==> src/rtl/fetch_seq_pkg.sv <==
// Shared types and constants for the instruction fetch sequencer.
// Optional feature macro used by the top: FETCH_SEQ_FLUSH_CNT_EN.
package fetch_seq_pkg;

    typedef enum logic [1:0] {
        IDLE  = 2'b00,
        FETCH = 2'b01,
        HOLD  = 2'b10,
        DRAIN = 2'b11
    } fetch_state_e;

    localparam logic [31:0] DEFAULT_RESET_PC = 32'h0000_0000;
    localparam logic [31:0] INSTR_BYTES      = 32'd4;
    localparam int          JUMP_INDEX_W     = 26;

endpackage

==> src/rtl/next_pc_calc.sv <==
// Redirect target computation for jumps and taken branches.
// Purely combinational; jump has priority over branch.
module next_pc_calc
    import fetch_seq_pkg::*;
(
    input  logic [31:0]             last_pc,
    input  logic                    jump_req,
    input  logic [JUMP_INDEX_W-1:0] jump_index,
    input  logic                    br_req,
    input  logic [31:0]             br_imm,
    output logic [31:0]             target,
    output logic                    redirect
);

    logic [31:0] w_seq;
    logic [31:0] w_jump_tgt;
    logic [31:0] w_br_tgt;

    // Both targets are relative to the sequential successor of the last accepted instruction
    assign w_seq      = last_pc + INSTR_BYTES;
    assign w_jump_tgt = {w_seq[31:28], jump_index, 2'b00};
    assign w_br_tgt   = w_seq + (br_imm << 2'd2);

    // Pick the redirect target, jump winning over a simultaneous branch
    always_comb begin
        target   = w_br_tgt;
        redirect = 1'b0;
        if (jump_req) begin
            target   = w_jump_tgt;
            redirect = 1'b1;
        end else if (br_req) begin
            target   = w_br_tgt;
            redirect = 1'b1;
        end else begin
            target   = w_br_tgt;
            redirect = 1'b0;
        end
    end

endmodule

==> src/rtl/fetch_sequencer.sv <==
// CPU front-end fetch sequencer: owns the fetch PC, runs one instruction
// memory transaction at a time, holds the returned word until decode takes
// it, and squashes in-flight or held words on jump/branch redirects.
// Optional feature: define FETCH_SEQ_FLUSH_CNT_EN to add the flush_cnt
// output counting squashed instructions.
module fetch_sequencer
    import fetch_seq_pkg::*;
#(
    parameter int                ADDR_W   = 32,
    parameter logic [ADDR_W-1:0] RESET_PC = DEFAULT_RESET_PC
) (
    input  logic                    CLK,
    input  logic                    reset,
    output logic                    imem_req,
    output logic [ADDR_W-1:0]       imem_addr,
    input  logic                    imem_ack,
    input  logic [31:0]             imem_rdata,
    output logic                    instr_valid,
    output logic [31:0]             instr,
    output logic [ADDR_W-1:0]       instr_pc,
    input  logic                    instr_ready,
    input  logic                    jump_req,
    input  logic [JUMP_INDEX_W-1:0] jump_index,
    input  logic                    br_req,
    input  logic [31:0]             br_imm,
`ifdef FETCH_SEQ_FLUSH_CNT_EN
    output logic [31:0]             flush_cnt,
`endif
    output logic [ADDR_W-1:0]       pc
);

    fetch_state_e      r_state;
    logic [ADDR_W-1:0] r_pc;
    logic [ADDR_W-1:0] r_last_pc;
    logic              r_req;
    logic [ADDR_W-1:0] r_addr;
    logic              r_valid;
    logic [31:0]       r_instr;
    logic [ADDR_W-1:0] r_instr_pc;

    logic [ADDR_W-1:0] w_target;
    logic              w_redirect;
    logic [ADDR_W-1:0] w_next_fetch;

    next_pc_calc u_next_pc_calc (
        .last_pc    (r_last_pc),
        .jump_req   (jump_req),
        .jump_index (jump_index),
        .br_req     (br_req),
        .br_imm     (br_imm),
        .target     (w_target),
        .redirect   (w_redirect)
    );

    // Address of the next fetch when a new request is launched this cycle
    assign w_next_fetch = w_redirect ? w_target : r_pc;

    // Fetch state machine; all outputs are registered here
    always_ff @(posedge CLK or posedge reset) begin
        if (reset) begin
            r_state    <= IDLE;
            r_pc       <= RESET_PC;
            r_last_pc  <= '0;
            r_req      <= 1'b0;
            r_addr     <= '0;
            r_valid    <= 1'b0;
            r_instr    <= 32'h0000_0000;
            r_instr_pc <= '0;
        end else begin
            case (r_state)
                IDLE: begin
                    r_pc    <= w_next_fetch;
                    r_req   <= 1'b1;
                    r_addr  <= w_next_fetch;
                    r_state <= FETCH;
                end
                FETCH: begin
                    if (imem_ack && w_redirect) begin
                        // Returned word belongs to the squashed path
                        r_pc    <= w_target;
                        r_addr  <= w_target;
                        r_state <= FETCH;
                    end else if (imem_ack) begin
                        r_instr    <= imem_rdata;
                        r_instr_pc <= r_addr;
                        r_valid    <= 1'b1;
                        r_pc       <= r_addr + INSTR_BYTES;
                        r_req      <= 1'b0;
                        r_state    <= HOLD;
                    end else if (w_redirect) begin
                        // Memory still owes us a word; wait it out before refetching
                        r_pc    <= w_target;
                        r_state <= DRAIN;
                    end else begin
                        r_state <= FETCH;
                    end
                end
                HOLD: begin
                    if (w_redirect) begin
                        r_pc    <= w_target;
                        r_valid <= 1'b0;
                        r_req   <= 1'b1;
                        r_addr  <= w_target;
                        r_state <= FETCH;
                    end else if (instr_ready) begin
                        r_last_pc <= r_instr_pc;
                        r_valid   <= 1'b0;
                        r_req     <= 1'b1;
                        r_addr    <= r_pc;
                        r_state   <= FETCH;
                    end else begin
                        r_state <= HOLD;
                    end
                end
                DRAIN: begin
                    r_pc <= w_next_fetch;
                    if (imem_ack) begin
                        r_addr  <= w_next_fetch;
                        r_state <= FETCH;
                    end else begin
                        r_state <= DRAIN;
                    end
                end
                default: begin
                    r_req   <= 1'b0;
                    r_valid <= 1'b0;
                    r_state <= IDLE;
                end
            endcase
        end
    end

    assign imem_req    = r_req;
    assign imem_addr   = r_addr;
    assign instr_valid = r_valid;
    assign instr       = r_instr;
    assign instr_pc    = r_instr_pc;
    assign pc          = r_pc;

`ifdef FETCH_SEQ_FLUSH_CNT_EN
    logic        w_squash;
    logic [31:0] r_flush_cnt;

    // One squashed instruction: held word flushed, acked word discarded, or drain completed
    assign w_squash = ((r_state == HOLD)  && w_redirect) ||
                      ((r_state == FETCH) && imem_ack && w_redirect) ||
                      ((r_state == DRAIN) && imem_ack);

    // Free-running squash counter, wraps naturally
    always_ff @(posedge CLK or posedge reset) begin
        if (reset) begin
            r_flush_cnt <= 32'h0000_0000;
        end else if (w_squash) begin
            r_flush_cnt <= r_flush_cnt + 32'd1;
        end else begin
            r_flush_cnt <= r_flush_cnt;
        end
    end

    assign flush_cnt = r_flush_cnt;
`endif

endmodule
==> config.mk <==
export PLATFORM = sky130hd
export DESIGN_NAME = fetch_sequencer
export DESIGN_NICKNAME = d
export VERILOG_FILES = /design/src/rtl/fetch_seq_pkg.sv /design/src/rtl/next_pc_calc.sv /design/src/rtl/fetch_sequencer.sv
export SDC_FILE = /design/constraint.sdc
export NUM_CORES = 1
export LEC_CHECK = 0
export ABC_CLOCK_PERIOD_IN_PS = 6900
export CORE_ASPECT_RATIO = 0.9
export CORE_MARGIN = 2
export CORE_UTILIZATION = 30
export CTS_BUF_LIST = sky130_fd_sc_hd__clkbuf_16
export DETAILED_ROUTE_END_ITERATION = 10
export GPL_TIMING_DRIVEN = 0
export PLACE_DENSITY = 0.5
export SLEW_MARGIN = 30
export SYNTH_ARGS = -nofsm -noshare
export SYNTH_HDL_FRONTEND = slang
export SYNTH_SLANG_ARGS = --single-unit
export TNS_END_PERCENT = 5
==> constraint.sdc <==
create_clock -name CLK -period 6.9 [get_ports CLK]
set_input_delay 0.69 -clock CLK [delete_from_list [all_inputs] [get_ports CLK]]
set_output_delay 0.69 -clock CLK [all_outputs]
set_load 0.01 [all_outputs]
==> results.txt <==
----------------------------------------------------
[Global route]
  Via count of the first global-routing pass ... 9577
  Total congestion overflow after global routing ... 0
  Antenna violations before repair ... 0
  Global-route wire length before repair ... 61.3 mm
  Maximum number of pins on one net before global-route repair ... 74
  Aggregate global-route resource usage ... 23.0%

[Detailed routing]
  Overall routed net length ... 40.9 mm
  Average detailed-routed wire length per instance ... 22.9 um
  Residual DRC ... 0
  Post-detailed-route via-to-cell ratio ... 5.37
  Number of nets with antenna violations after routing ... 0
  Iteration-0 DRC Markers ... 821
  Routed vias ... 9622
  Iteration count of the initial detailed-routing pass ... 5

[Placed design]
  Post-placement cell area ... 0.0132 sq mm
  Number of buffers inserted by port buffering ... 221
  Total placed cells including tap cells ... 1758
  DPL Wire Length ... 30.9 mm
  Routability-driven placement congestion ratio ... 0.907

[Yosys]
  Asr flop ratio synth ... 100%
  Portion of the post-synthesis area used by sequential elements ... 39.8%
  Synth Warn # ... 0
  Average size of a mapped cell ... 9.62 sq um
  Number of different library cells in the post-synthesis netlist ... 77
  Number of flops mapped to enable cells by yosys ... 0
  Synthesized netlist net count ... 1209
  Seq cells post-synth ... 164
  Most instantiated flip-flop cell in the synthesis netlist ... sky130_fd_sc_hd__dfrtp_1
  Netlist Area Pre-Place ... 0.0103 sq mm
  Number of cells produced by synthesis ... 1073

[Pwr]
  Highest ir drop seen on vdd ... 186 uV
  Power density over the cells ... 346 mW/mm^2
  Total net switching power ... 1.87 mW
  Relative contribution of sequential cells to total power ... 35.5%
  LEAKAGE ... 5.93 nW
  Clk pwr share ... 21.3%
  Combinational Power Share ... 43.2%
  Switching part of the total power ... 39.2%
  Cell internal power dissipation ... 2.90 mW

[STA]
  Crit path time final ... 4.93 ns
  Tcrit/Tclk final ... 71.4%
  Slew Limit Fails ... 0
  Total setup violations reported at the end of the flow ... 0
  Slew Limit Headroom ... 33.7%
  Measured slew at the worst slew-check pin ... 0.985 ns
  RSZ-0062 raised after global routing ... no
  Final count of hold timing violations ... 0
  Post-route clock skew ... 0.0158 ns
  Maximum operating frequency ... 203 MHz

[Worst setup path]
  Number of cells traversed by the worst register-to-register path ... 15
  Category of the most critical setup path ... flop to flop
  Highest fanout seen on the critical path ... 7
  Capture point of the worst reg-to-reg path ... pc[31]
  Endpoint required time on the critical path ... 7.19 ns
  Kind of end point of the critical path ... flop
  Flop-to-flop setup slack ... 1.97 ns
  Critical Path Start Type ... flop
  Data arrival at the endpoint of the critical path ... 5.22 ns
  Startpoint of the most critical register-to-register path ... r_last_pc[2]

[Floorplanning]
  Die width ... 200 um
  Initial cell density of the core ... 30.4%
  Die outline area ... 0.0359 sq mm
  Die Span Y ... 180 um
  Std-Cell Core Area ... 0.0340 sq mm
  Count of standard-cell rows ... 64
  I/O pin count ... 226

[CTS]
  CTS clock-pin slew for the worst setup and hold paths ... 0.08 ns
  Number of hold buffers added after cts ... 0
  Number of H-tree levels ... 4
  Number of buffers inserted during clock tree synthesis ... 17
  Root Driver ... sky130_fd_sc_hd__clkbuf_16
  Number of gates resized after cts ... 0
  Clock tree from TritonCTS ... done
  Skew-Pair Late Insertion Delay ... 0.45 ns
  Sinks on the clock net ... 164
  Maximum clock insertion buffer count ... 2
  Post-CTS Setup Bufs ... 0

[Cells and area]
  Net count of the finished layout ... 1451
  Post-Route Utilization ... 40.6%
  Area added between synthesis and finish ... 33.4%
  Share of layout cells above drive strength 1 ... 11.3%
  Final design instance area without fill ... 0.0138 sq mm
  Post-Layout Cell Count ... 1791

[Worst hold path]
  Worst Hold End ... instr[13]
  Hold crit path type ... flop to flop
  Worst Min Path Start ... instr[13]
  Worst Hold Depth ... 1

[Run status]
  Status ... complete, no violations

[Flow run]
  Count of maximum capacitance violations ... 0

----------------------------------------------------
cells in the final DEF, fill, tap and decap left out, drive strengths merged, types with 24 or more instances in the layout:
cell | Yosys | final
inv | 17 | 24
xnor2 | 51 | 51
nand4 | 25 | 25
mux2i | 24 | 24
a21oi | 53 | 53
mux2 | 95 | 95
clkdlybuf4s50 | 0 | 221
dfrtp | 164 | 164
ha | 39 | 39
clkbuf | 41 | 58
xor2 | 29 | 29
o21ai | 73 | 73
nand3 | 36 | 36
a21o | 24 | 24
nor2 | 75 | 75
nand2 | 101 | 101
cells by family (layout without fill, tap and decap cells):
logic type	Yosys count	after routing	share of synthesized area, %
compound gates	274	274	17.3
xor+xnor	80	80	6.79
fa+ha+maj	40	40	4.92
buf+inv	74	329	3.03
flops	164	164	39.8
mux	119	119	12.7
other cells	0	1	0
simple gates	322	322	15.5
critical path, cell delays in order (launching register included):
cell                        delay (ns)
sky130_fd_sc_hd__dfrtp_1          0.52
sky130_fd_sc_hd__ha_1             0.28
sky130_fd_sc_hd__nand3_1          0.24
sky130_fd_sc_hd__nor3_1           0.65
sky130_fd_sc_hd__nand3_1          0.18
sky130_fd_sc_hd__xnor2_1          0.16
sky130_fd_sc_hd__ha_1             0.35
sky130_fd_sc_hd__a21oi_1          0.31
sky130_fd_sc_hd__nand2b_1         0.09
sky130_fd_sc_hd__o21ai_0          0.29
sky130_fd_sc_hd__a21o_1           0.21
sky130_fd_sc_hd__a31oi_1          0.14
sky130_fd_sc_hd__a221oi_1         0.70
sky130_fd_sc_hd__a21oi_1          0.12
sky130_fd_sc_hd__a2111oi_2        0.35
sky130_fd_sc_hd__o221ai_1         0.18
cell usage after synthesis (3+ instances only):
| library cell | instances | area share, % |
|---|---|---|
| sky130_fd_sc_hd__xor2_1 | 29 | 2.5 |
| sky130_fd_sc_hd__o31ai_1 | 6 | 0.44 |
| sky130_fd_sc_hd__and4_1 | 6 | 0.51 |
| sky130_fd_sc_hd__o22ai_1 | 16 | 0.97 |
| sky130_fd_sc_hd__a31oi_1 | 16 | 0.97 |
| sky130_fd_sc_hd__a221o_1 | 6 | 0.58 |
| sky130_fd_sc_hd__ha_1 | 39 | 4.7 |
| sky130_fd_sc_hd__o21bai_1 | 8 | 0.58 |
| sky130_fd_sc_hd__a21o_1 | 24 | 1.7 |
| sky130_fd_sc_hd__a211o_1 | 7 | 0.59 |
| sky130_fd_sc_hd__nor4_1 | 5 | 0.30 |
| sky130_fd_sc_hd__mux2_2 | 95 | 10 |
| sky130_fd_sc_hd__o211ai_1 | 5 | 0.36 |
| sky130_fd_sc_hd__a21boi_0 | 3 | 0.22 |
| sky130_fd_sc_hd__o21ai_0 | 70 | 3.4 |
| sky130_fd_sc_hd__nand4_1 | 23 | 1.4 |
| sky130_fd_sc_hd__nor2_1 | 75 | 2.7 |
| sky130_fd_sc_hd__nor3_1 | 17 | 0.82 |
| sky130_fd_sc_hd__xnor2_1 | 51 | 4.3 |
| sky130_fd_sc_hd__and3_1 | 15 | 0.91 |
| sky130_fd_sc_hd__or2_2 | 3 | 0.18 |
| sky130_fd_sc_hd__mux2i_1 | 24 | 2.3 |
| sky130_fd_sc_hd__a22oi_1 | 4 | 0.29 |
| sky130_fd_sc_hd__o221ai_1 | 6 | 0.51 |
| sky130_fd_sc_hd__nor2b_1 | 7 | 0.42 |
| sky130_fd_sc_hd__o21ai_1 | 3 | 0.15 |
| sky130_fd_sc_hd__inv_1 | 17 | 0.62 |
| sky130_fd_sc_hd__a211oi_1 | 12 | 0.87 |
| sky130_fd_sc_hd__clkbuf_1 | 39 | 1.4 |
| sky130_fd_sc_hd__o21a_1 | 3 | 0.22 |
| sky130_fd_sc_hd__and2_1 | 5 | 0.30 |
| sky130_fd_sc_hd__a21oi_1 | 53 | 2.6 |
| sky130_fd_sc_hd__nand2b_1 | 7 | 0.42 |
| sky130_fd_sc_hd__o32ai_1 | 3 | 0.25 |
| sky130_fd_sc_hd__dfrtp_1 | 164 | 40 |
| sky130_fd_sc_hd__or3_1 | 4 | 0.24 |
| sky130_fd_sc_hd__nand3_1 | 36 | 1.7 |
| sky130_fd_sc_hd__nand2_1 | 100 | 3.6 |
| sky130_fd_sc_hd__buf_1 | 11 | 0.40 |
| sky130_fd_sc_hd__a221oi_1 | 8 | 0.68 |
layer usage:
metal | vias up | part of all wire, % | global-route usage (%)
met5 | - | 0 | 0
met4 | 0 | 2.3 | 6.93
met3 | 57 | 6.5 | 3.94
met1 | 4751 | 47 | 33.4
met2 | 372 | 45 | 34.8
li1 | 4442 | - | -
worst max-delay path by stage:
| stage | start | cells after the start | slack, ns | to |
|---|---|---|---|---|
| 2_1_floorplan | reset | 1 | 1.78 | imem_addr[0] |
| 3_3_place_gp | reset | 2 | -1.08 | r_last_pc[11] |
| 3_5_place_dp | r_last_pc[2] | 15 | 2.02 | pc[31] |
| 4_1_cts | r_last_pc[2] | 15 | 2.02 | pc[31] |
| 5_1_grt | r_last_pc[4] | 15 | 1.62 | pc[31] |
| 6_report | r_last_pc[2] | 15 | 1.97 | pc[31] |
power by group through the flow:
stage / clock (mW) / sequential [mW] / combinational [mW]
after CTS: 1.04 / 1.69 / 2.06
after global placement: 0 / 1.70 / 2.03
after detailed placement: 0 / 1.70 / 2.05
after floorplan: 0 / 1.71 / 0.899
final: 1.02 / 1.69 / 2.06
after global routing: 1.07 / 1.74 / 2.22
state kept, by name (all words and copies together) (netlist names):
| signal | cells |
|---|---|
| r_last_pc | 32 |
| pc | 32 |
| instr_pc | 32 |
| imem_addr | 32 |
| r_state | 2 |
| imem_req | 1 |
| instr | 32 |
| instr_valid | 1 |
stage by stage:
stage	TNS [ns]	power, mW	hold slack (ns)	worst slack [ns]
after floorplan	0	2.60	0.501	1.78
after global placement	-174.67	3.73	0.488	-1.08
after detailed placement	0	3.75	0.491	2.02
after CTS	0	4.79	0.509	2.02
after global routing	0	5.03	0.516	1.62
final	0	4.76	0.506	1.97
cell type report:
type / count / area, sq um
timing repair buffer: 223 / 2270
multi-input combinational: 835 / 5910
fill: 3501 / 20200
tap: 462 / 578
antenna: 1 / 2.50
clock inverter: 15 / 171
inverter: 19 / 78.8
buffer: 55 / 241
sequential: 164 / 4100
clock buffer: 17 / 425
Note: power is estimated with default switching activity, not from simulation.
